## src/rtl/apb_rr_arbiter.sv

```systemverilog
// Round-robin arbiter that shares one APB slave port between NUM_REQ
// internal requesters and runs each granted transfer as a SETUP/ACCESS pair.
// Every output is a flop. A transfer aborts if PREADY stays low for
// TIMEOUT_CYCLES ACCESS cycles; TIMEOUT_CYCLES = 0 disables the abort.
//
// state     | meaning
// ----------+------------------------------------------------------------
// ST_IDLE   | no transfer in flight; pick the next eligible requester
// ST_SETUP  | PSELx=1, PENABLE=0 for exactly one cycle
// ST_ACCESS | PSELx=1, PENABLE=1; wait for PREADY or the timeout
module apb_rr_arbiter #(
  parameter int NUM_REQ        = 4,
  parameter int ADDR_WIDTH     = 32,
  parameter int DATA_WIDTH     = 32,
  parameter int TIMEOUT_CYCLES = 16
) (
  input  logic                             PCLK,
  input  logic                             PRESET,
  input  logic [NUM_REQ-1:0]               req_valid,
  input  logic [NUM_REQ-1:0]               req_write,
  input  logic [NUM_REQ*ADDR_WIDTH-1:0]    req_addr,
  input  logic [NUM_REQ*DATA_WIDTH-1:0]    req_wdata,
  output logic [NUM_REQ-1:0]               req_grant,
  output logic [NUM_REQ-1:0]               req_done,
  output logic                             req_err,
  output logic [DATA_WIDTH-1:0]            req_rdata,
  output logic                             PSELx,
  output logic                             PENABLE,
  output logic [ADDR_WIDTH-1:0]            PADDR,
  output logic                             PWRITE,
  output logic [DATA_WIDTH-1:0]            PWDATA,
  input  logic [DATA_WIDTH-1:0]            PRDATA,
  input  logic                             PREADY
);

  localparam int PW = (NUM_REQ > 1) ? $clog2(NUM_REQ) : 1;
  localparam int CW = (TIMEOUT_CYCLES > 1) ? $clog2(TIMEOUT_CYCLES) : 1;
  localparam logic [PW-1:0] PTR_RST  = PW'(NUM_REQ - 1);
  localparam logic [CW-1:0] CNT_LAST = CW'(TIMEOUT_CYCLES - 1);
  localparam bit            TO_EN    = (TIMEOUT_CYCLES != 0);

  typedef enum logic [1:0] {ST_IDLE, ST_SETUP, ST_ACCESS} state_t;

  state_t                  r_state;
  state_t                  w_state_nxt;
  logic [PW-1:0]           r_ptr;
  logic [PW-1:0]           w_ptr_nxt;
  logic [CW-1:0]           r_cnt;
  logic [CW-1:0]           w_cnt_nxt;

  logic [NUM_REQ-1:0]      w_eligible;
  logic                    w_hi_found;
  logic [PW-1:0]           w_hi;
  logic                    w_lo_found;
  logic [PW-1:0]           w_lo;
  logic                    w_found;
  logic [PW-1:0]           w_pick;
  logic [ADDR_WIDTH-1:0]   w_sel_addr;
  logic [DATA_WIDTH-1:0]   w_sel_wdata;
  logic                    w_sel_write;
  logic                    w_timeout;

  logic [NUM_REQ-1:0]      w_grant_nxt;
  logic [NUM_REQ-1:0]      w_done_nxt;
  logic                    w_err_nxt;
  logic [DATA_WIDTH-1:0]   w_rdata_nxt;
  logic                    w_psel_nxt;
  logic                    w_pen_nxt;
  logic [ADDR_WIDTH-1:0]   w_paddr_nxt;
  logic                    w_pwrite_nxt;
  logic [DATA_WIDTH-1:0]   w_pwdata_nxt;

  // A requester whose done pulse is high this cycle is not re-granted.
  assign w_eligible = req_valid & ~req_done;
  assign w_timeout  = TO_EN && (r_cnt == CNT_LAST) && !PREADY;

  // Round-robin search: lowest eligible index above the pointer, else lowest overall.
  always_comb begin
    w_hi_found = 1'b0;
    w_hi       = '0;
    w_lo_found = 1'b0;
    w_lo       = '0;
    for (int i = NUM_REQ - 1; i >= 0; i--) begin
      if (w_eligible[i]) begin
        w_lo_found = 1'b1;
        w_lo       = PW'(i);
        if (PW'(i) > r_ptr) begin
          w_hi_found = 1'b1;
          w_hi       = PW'(i);
        end
      end
    end
  end

  assign w_found = w_lo_found;
  assign w_pick  = w_hi_found ? w_hi : w_lo;

  // Select the winning requester's address, data and direction.
  always_comb begin
    w_sel_addr  = '0;
    w_sel_wdata = '0;
    w_sel_write = 1'b0;
    for (int i = 0; i < NUM_REQ; i++) begin
      if (PW'(i) == w_pick) begin
        w_sel_addr  = req_addr[i*ADDR_WIDTH +: ADDR_WIDTH];
        w_sel_wdata = req_wdata[i*DATA_WIDTH +: DATA_WIDTH];
        w_sel_write = req_write[i];
      end
    end
  end

  // State register.
  always_ff @(posedge PCLK or negedge PRESET) begin
    if (!PRESET) r_state <= ST_IDLE;
    else         r_state <= w_state_nxt;
  end

  // Next-state logic.
  always_comb begin
    w_state_nxt = r_state;
    case (r_state)
      ST_IDLE:   if (w_found) w_state_nxt = ST_SETUP;
      ST_SETUP:  w_state_nxt = ST_ACCESS;
      ST_ACCESS: if (PREADY || w_timeout) w_state_nxt = ST_IDLE;
      default:   w_state_nxt = ST_IDLE;
    endcase
  end

  // Next values of the registered outputs, pointer and wait counter.
  always_comb begin
    w_grant_nxt  = req_grant;
    w_done_nxt   = '0;
    w_err_nxt    = 1'b0;
    w_rdata_nxt  = req_rdata;
    w_psel_nxt   = PSELx;
    w_pen_nxt    = PENABLE;
    w_paddr_nxt  = PADDR;
    w_pwrite_nxt = PWRITE;
    w_pwdata_nxt = PWDATA;
    w_ptr_nxt    = r_ptr;
    w_cnt_nxt    = r_cnt;
    case (r_state)
      ST_IDLE: begin
        if (w_found) begin
          w_grant_nxt  = NUM_REQ'(1) << w_pick;
          w_paddr_nxt  = w_sel_addr;
          w_pwrite_nxt = w_sel_write;
          w_pwdata_nxt = w_sel_wdata;
          w_psel_nxt   = 1'b1;
          w_pen_nxt    = 1'b0;
          w_ptr_nxt    = w_pick;
        end
      end
      ST_SETUP: begin
        w_pen_nxt = 1'b1;
        w_cnt_nxt = '0;
      end
      ST_ACCESS: begin
        if (PREADY) begin
          w_psel_nxt  = 1'b0;
          w_pen_nxt   = 1'b0;
          w_grant_nxt = '0;
          w_done_nxt  = req_grant;
          if (!PWRITE) w_rdata_nxt = PRDATA;
        end else if (w_timeout) begin
          w_psel_nxt  = 1'b0;
          w_pen_nxt   = 1'b0;
          w_grant_nxt = '0;
          w_done_nxt  = req_grant;
          w_err_nxt   = 1'b1;
          w_rdata_nxt = '0;
        end else begin
          w_cnt_nxt = r_cnt + 1'b1;
        end
      end
      default: ;
    endcase
  end

  // Output, pointer and counter registers; reset leaves requester 0 first in line.
  always_ff @(posedge PCLK or negedge PRESET) begin
    if (!PRESET) begin
      req_grant <= '0;
      req_done  <= '0;
      req_err   <= 1'b0;
      req_rdata <= '0;
      PSELx     <= 1'b0;
      PENABLE   <= 1'b0;
      PADDR     <= '0;
      PWRITE    <= 1'b0;
      PWDATA    <= '0;
      r_ptr     <= PTR_RST;
      r_cnt     <= '0;
    end else begin
      req_grant <= w_grant_nxt;
      req_done  <= w_done_nxt;
      req_err   <= w_err_nxt;
      req_rdata <= w_rdata_nxt;
      PSELx     <= w_psel_nxt;
      PENABLE   <= w_pen_nxt;
      PADDR     <= w_paddr_nxt;
      PWRITE    <= w_pwrite_nxt;
      PWDATA    <= w_pwdata_nxt;
      r_ptr     <= w_ptr_nxt;
      r_cnt     <= w_cnt_nxt;
    end
  end

endmodule

```

## config.mk

```make
export PLATFORM = sky130hd
export DESIGN_NAME = apb_rr_arbiter
export DESIGN_NICKNAME = d
export VERILOG_FILES = /design/src/rtl/apb_rr_arbiter.sv
export SDC_FILE = /design/constraint.sdc
export NUM_CORES = 1
export LEC_CHECK = 0
export CAP_MARGIN = 15
export CORE_AREA = 2 2 158 160
export CTS_CLUSTER_DIAMETER = 30
export DETAILED_ROUTE_END_ITERATION = 16
export DIE_AREA = 0 0 160 162
export HOLD_SLACK_MARGIN = 0.1
export RECOVER_POWER = 50
export SLEW_MARGIN = 20
export SYNTH_ARGS = -nofsm -noshare
export SYNTH_HDL_FRONTEND = slang
export SYNTH_SLANG_ARGS = --single-unit
```

## constraint.sdc

```tcl
create_clock -name PCLK -period 1.8 [get_ports PCLK]
set_input_delay 0.36 -clock PCLK [delete_from_list [all_inputs] [get_ports PCLK]]
set_output_delay 0.36 -clock PCLK [all_outputs]
set_load 0.01 [all_outputs]
```

# Word level (Yosys, flattened, before mapping)
# Index checks and enable logic that the tools add are counted.
dict set report totals {
  out_inout_bits 108
  word_cells 109
  reg_bits 116
  in_bits 299
}
dict set report classes {
  addsub 1
  mux 62
  shift 1
  order_cmp 4
  n_bitwise 2
  n_eq_ne 12
  reduce_logical 15
}
# operator count
set ops {}
lappend ops {{32-bit two-way mux} 11}
lappend ops {{4-bit two-way mux} 8}
lappend ops {{2-bit two-way mux} 15}
lappend ops {{1-bit two-way mux} 23}
lappend ops {{4-bit one-hot mux with 2 select lines} 2}
lappend ops {{3-bit AND reduction} 4}
lappend ops {{2-bit != test (second input constant)} 5}
lappend ops {{2-bit one-hot mux with 3 select lines} 1}
lappend ops {{2-bit nonzero test} 3}
lappend ops {{4-bit by 1-bit adder with 4-bit output (second input constant)} 1}
lappend ops {{4-bit bitwise AND} 1}
lappend ops {{2-bit == test (first input constant)} 2}
lappend ops {{4-bit == test (second input constant)} 1}
lappend ops {{1-bit by 2-bit > comparator with 1-bit output (first input constant)} 2}
lappend ops {{2-bit > comparator (first input constant)} 2}
lappend ops {{2-bit logical NOT} 2}
lappend ops {{4-bit inverter} 1}
lappend ops {{2-bit AND reduction} 2}
lappend ops {{1-bit by 2-bit left shift with 4-bit output (first input constant)} 1}
lappend ops {{3-bit != test (second input constant)} 1}
lappend ops {{1-bit one-hot mux with 3 select lines} 1}
lappend ops {{3-bit nonzero test} 1}
lappend ops {{1-bit by 2-bit == test with 1-bit output (first input constant)} 1}
lappend ops {{2-bit by 1-bit == test with 1-bit output (second input constant)} 1}
lappend ops {{5 further kinds} 5}

# Logic depth before layout (Yosys ltp)
dict set report depth {
  word_depth 15
  ltp_mapped 8
  depth_no_buf 6
}

# Least setup slack after synthesis
# Ideal clock, no wire load.
dict set report synth_path {
  kind {flip-flop to flip-flop}
  startpoint {register r_ptr[1]}
  endpoint {register PADDR[10]}
  required_time_ns 1.713
  path_stages_with_launch 9
  t_arrival_ns 1.905
  n_path_buf 3
  setup_ns 0.087
  setup_slack_ns -0.192
  synth_period_minus_slack_ns 1.992
  cell_sequence {dfstp_2 > buf_2 > nor4b_2 > a31oi_1 > o311a_1 > clkbuf_1 > clkbuf_1 > nand3_1 > o211ai_1}
}
dict set report synth_between {
  elab_chain_len 15
  elab_cells_between_ends 29
  classes_between {4 x order compare; 3 x eq/ne; 21 x mux; 1 x reduce/logical}
}
# element line
set synth_lines {}
lappend synth_lines {{start: declaration} 46} ;# logic [PW-1:0] r_ptr;
lappend synth_lines {{start signal: assignment} 204} ;# r_ptr <= w_ptr_nxt;
lappend synth_lines {{2-bit > comparator} 87} ;# if (PW'(i) > r_ptr) begin
lappend synth_lines {{2-bit two-way mux or 1-bit two-way mux (tied branches)} 87}
lappend synth_lines {{2-bit two-way mux or 1-bit two-way mux (tied branches)} 84} ;# if (w_eligible[i]) begin
lappend synth_lines {{2-bit two-way mux or 1-bit two-way mux (tied branches)} 87}
lappend synth_lines {{2-bit two-way mux or 1-bit two-way mux (tied branches)} 84}
lappend synth_lines {{2-bit two-way mux or 1-bit two-way mux (tied branches)} 87}
lappend synth_lines {{2-bit two-way mux or 1-bit two-way mux (tied branches)} 84}
lappend synth_lines {{2-bit two-way mux or 1-bit two-way mux (tied branches)} 87}
lappend synth_lines {{2-bit two-way mux or 1-bit two-way mux (tied branches)} 84}
lappend synth_lines {{2-bit two-way mux (*)} 96} ;# assign w_pick = w_hi_found ? w_hi : w_lo;
lappend synth_lines {{2-bit logical NOT} 104} ;# if (PW'(i) == w_pick) begin
lappend synth_lines {{32-bit two-way mux (3 in series)} 104}
lappend synth_lines {{32-bit two-way mux (*)} 104}
lappend synth_lines {{end signal: assignment} 201} ;# PADDR <= w_paddr_nxt;
lappend synth_lines {{end: declaration} 29} ;# output logic [ADDR_WIDTH-1:0] PADDR,
# Every way passes the cells marked *; elsewhere a longest branch is shown, timed or not.
# A chain may end at the register's enable or synchronous reset.

# Final worst setup path
dict set report layout_path {
  startpoint {input port req_valid[0]}
  endpoint {register PADDR[19]}
}
dict set report layout_between {
  elab_chain_len 8
  elab_cells_between_ends 15
  classes_between {3 x eq/ne; 9 x mux; 1 x bitwise; 2 x reduce/logical}
}
# element line
set layout_lines {}
lappend layout_lines {{start: declaration} 19} ;# input logic [NUM_REQ-1:0] req_valid,
lappend layout_lines {{4-bit bitwise AND (*)} 74} ;# assign w_eligible = req_valid & ~req_done;
lappend layout_lines {{2-bit two-way mux or 1-bit two-way mux (tied branches)} 84}
lappend layout_lines {{2-bit two-way mux} 96}
lappend layout_lines {{2-bit logical NOT} 104}
lappend layout_lines {{32-bit two-way mux (4 in series)} 104}
# Marks and branches as above.

==> metrics.cfg <==
[sta]
max_freq_mhz = 504.7
tightest_slew_ns = 0.8860
finalCritPeriodShare = 1.101
slew_violations = 0
rsz0062_at_grt = true
period_needed_ns = 1.981
fin_ws_ns = -0.1814
setup_violations = 67
clock-skew-final_ns = 0.01556
hold_viol = 0
relSlewSlack = 0.4093
fin_setup_tns_ns = -6.896

[global_route]
grt_pass1_vias = 7757
grt_use_met3 = 0.06486
gr-total-overflow = 0
grt_util_all_layers = 0.2348
grt_pass1_wl_mm = 46.38
grt_use_met2 = 0.4057
grt_max_degree = 65
antenna_found_initial = 0
busiest_layer = met2
grt_util_met1 = 0.2786

[synth]
ys_ff_latch = 116
synth-async-reset-ratio = 1.000
synth-edff-count = 0
syn-num-nets = 966
syn_inst = 666
synth_area_um2 = 6200
synth_warnings = 0
synth_ff_type = dfrtp_1
avgSynthCellArea_um2 = 9.309
synth_cell_types = 41
synth-seq-area-share = 0.4686

[critical_path]
rr_endpoint = PADDR[19]$_DFFE_PN0P_
worstPathArrival_ns = 2.28
cp.required_ns = 2.10
critPathCaptureType = register
reg2reg_from = req_done[1]$_DFF_PN0_
path_class = primary input to register
startpoint = req_valid[0]
crit_chain = clkdlybuf4s50_1 > and2b_2 > o41ai_4 > buf_4 > a21oi_4 > buf_12 > buf_6 > buf_16 > a31oi_1 > o31ai_1
reg2reg_slack_ns = -0.18
path_max_fanout = 8
startpoint_type = primary input
worstRegToRegCells = 10
cpPeakStageDelay_ns = 0.42
cpMaxStageDelayCell = clkdlybuf4s50_1

[floorplanning]
initial_core_util = 0.2572
placementRows = 57
die_w_um = 160
io_pins = 407
die_h_um = 162
die_area_um2 = 25920
core_um2 = 24110

[route]
drtAntennaViolNets = 0
wl_mm = 31.11
drt_first_pass_iters = 5
wl_per_cell_um = 21.51
drcViolationCount = 0
vias = 7568
drt_iter0_drc = 564
vias_per_cell = 5.234

[clocking]
cts_tree = built
clock_path_buffers = 2
cts_sinks = 116
h-tree-depth = 4
cts-root-buf = clkbuf_16
numCtsBuffers = 17
cts.clk_slew.worst_paths_ns = 0.06
insertion_delay_ns = 0.42

[worst_hold_path]
hold_depth = 2
hold_class = register to register
worstHoldStart = req_rdata[2]$_DFFE_PN0P_
min_to = req_rdata[2]$_DFFE_PN0P_

[layout]
finalNetCount = 1409
layout_common_cells = clkdlybuf4s50_1, dfrtp_1, nand2_1
finish.utilization = 0.5177
drive_above_1_share = 0.1524
syn2layout_area_growth_pct = 101.3
diodes = 0
final_common_cell = clkdlybuf4s50_1

[status]
violations = setup timing
status = complete, but fails checks

[power_and_ir_drop]
total_power_mw = 20.08
ir_drop_mv = 0.7315
power_density_nw_per_um2 = 1609
power.leakage_nw = 4.883

[placed_design]
globalplace.congestion = 0.8505
hpwlAfterDp_mm = 21.76
port_buffers = 406

[job]
drv_cap = 0

timing repair:
action,4_1_cts,5_1_grt
buffers inserted,13,1
hold buffers,1,0
setup endpoints to repair,74,102
hold endpoints to repair,27,0
resized for setup,63,18
pin swaps,20,11
gates cloned,8,0
area by class of cell:
class / count / area, µm²
tap: 324 / 405.4
sequential: 116 / 2907
clock buffer: 18 / 439.2
inverter: 6 / 22.52
clock inverter: 14 / 225.2
timing repair buffer: 497 / 5216
multi-input combinational: 471 / 3264
fill: 2286 / 11630
worst max-delay path by stage:
| stage | endpoint | slack [ns] | depth (start not counted) |
|---|---|---|---|
| 6_report | PADDR[19]$_DFFE_PN0P_ | -0.18 | 10 |
| 5_1_grt | PADDR[23]$_DFFE_PN0P_ | -0.24 | 9 |
| 4_1_cts | PWRITE$_DFFE_PN0P_ | -0.14 | 9 |
| 3_5_place_dp | PADDR[28]$_DFFE_PN0P_ | -0.61 | 9 |
| 3_3_place_gp | PADDR[22]$_DFFE_PN0P_ | -0.54 | 9 |
| 2_1_floorplan | PADDR[10]$_DFFE_PN0P_ | -0.06 | 7 |
cells by family after synthesis:
family / Yosys count / synth area share
compound gates: 278 / 0.3132
xor+xnor: 1 / 0.001413
fa+ha+maj: 1 / 0.002018
buf+inv: 79 / 0.05247
flops: 116 / 0.4686
mux: 23 / 0.03713
simple gates: 168 / 0.1251
cell usage after synthesis (all sizes together), types with 2 or more instances:
library cell	count	area, µm²
dfrtp	114	2853
nand2	74	277.8
a32oi	65	569.3
clkbuf	52	195.2
a21oi	48	240.2
a31oi	44	275.3
nor3	43	215.2
o31ai	42	315.3
o21ai	38	190.2
nand3	25	125.1
o211ai	25	187.7
mux2i	23	230.2
buf	21	107.6
nor2	7	26.28
and2	6	37.54
inv	6	22.52
nor2b	6	37.54
a22o	3	26.28
nand2b	3	18.77
a32o	2	20.02
dfstp	2	52.55
o21a	2	15.01
worst max-delay path, delay by kind of cell:
family                 cells  cell delay [ns]
buffers and inverters      5             1.03
AOI/OAI and AO/OA          4             0.63
and+or+nand+nor            1             0.26
power breakdown:
part | internal, mW | total, mW | switching, mW
combinational | 5.92 | 11.8 | 5.84
sequential | 3.77 | 4.46 | 0.694
clock | 2.51 | 3.86 | 1.34
per-layer routing:
| layer | up-vias | part of all wire | wire, µm |
|---|---|---|---|
| met5 | - | 0 | 0 |
| met4 | 0 | 0.030 | 941 |
| met3 | 54 | 0.081 | 2521 |
| met2 | 372 | 0.50 | 15410 |
| met1 | 3647 | 0.39 | 12240 |
| li1 | 3495 | - | - |
metrics by stage:
| stage | cells | instance area [µm²] | setup WS (ns) | hold slack (ns) |
|---|---|---|---|---|
| floorplan | 666 | 6305 | -0.06245 | 0.06441 |
| global placement | 1394 | 11250 | -0.5414 | 0.3806 |
| detailed placement | 1394 | 11250 | -0.6076 | 0.3770 |
| CTS | 1446 | 12470 | -0.1381 | 0.4684 |
| global route | 1446 | 12480 | -0.2414 | 0.4921 |
| finish | 1446 | 12480 | -0.1814 | 0.4777 |
state kept, by name (all words and copies together), names as in the netlist, 2 cells and up:
name and flops:
r_ptr 2, req_grant 4, req_rdata 32, req_done 4
r_state 2, PADDR 32, r_cnt 4, PWDATA 32
No activity file was read; power rests on OpenSTA's default activity.
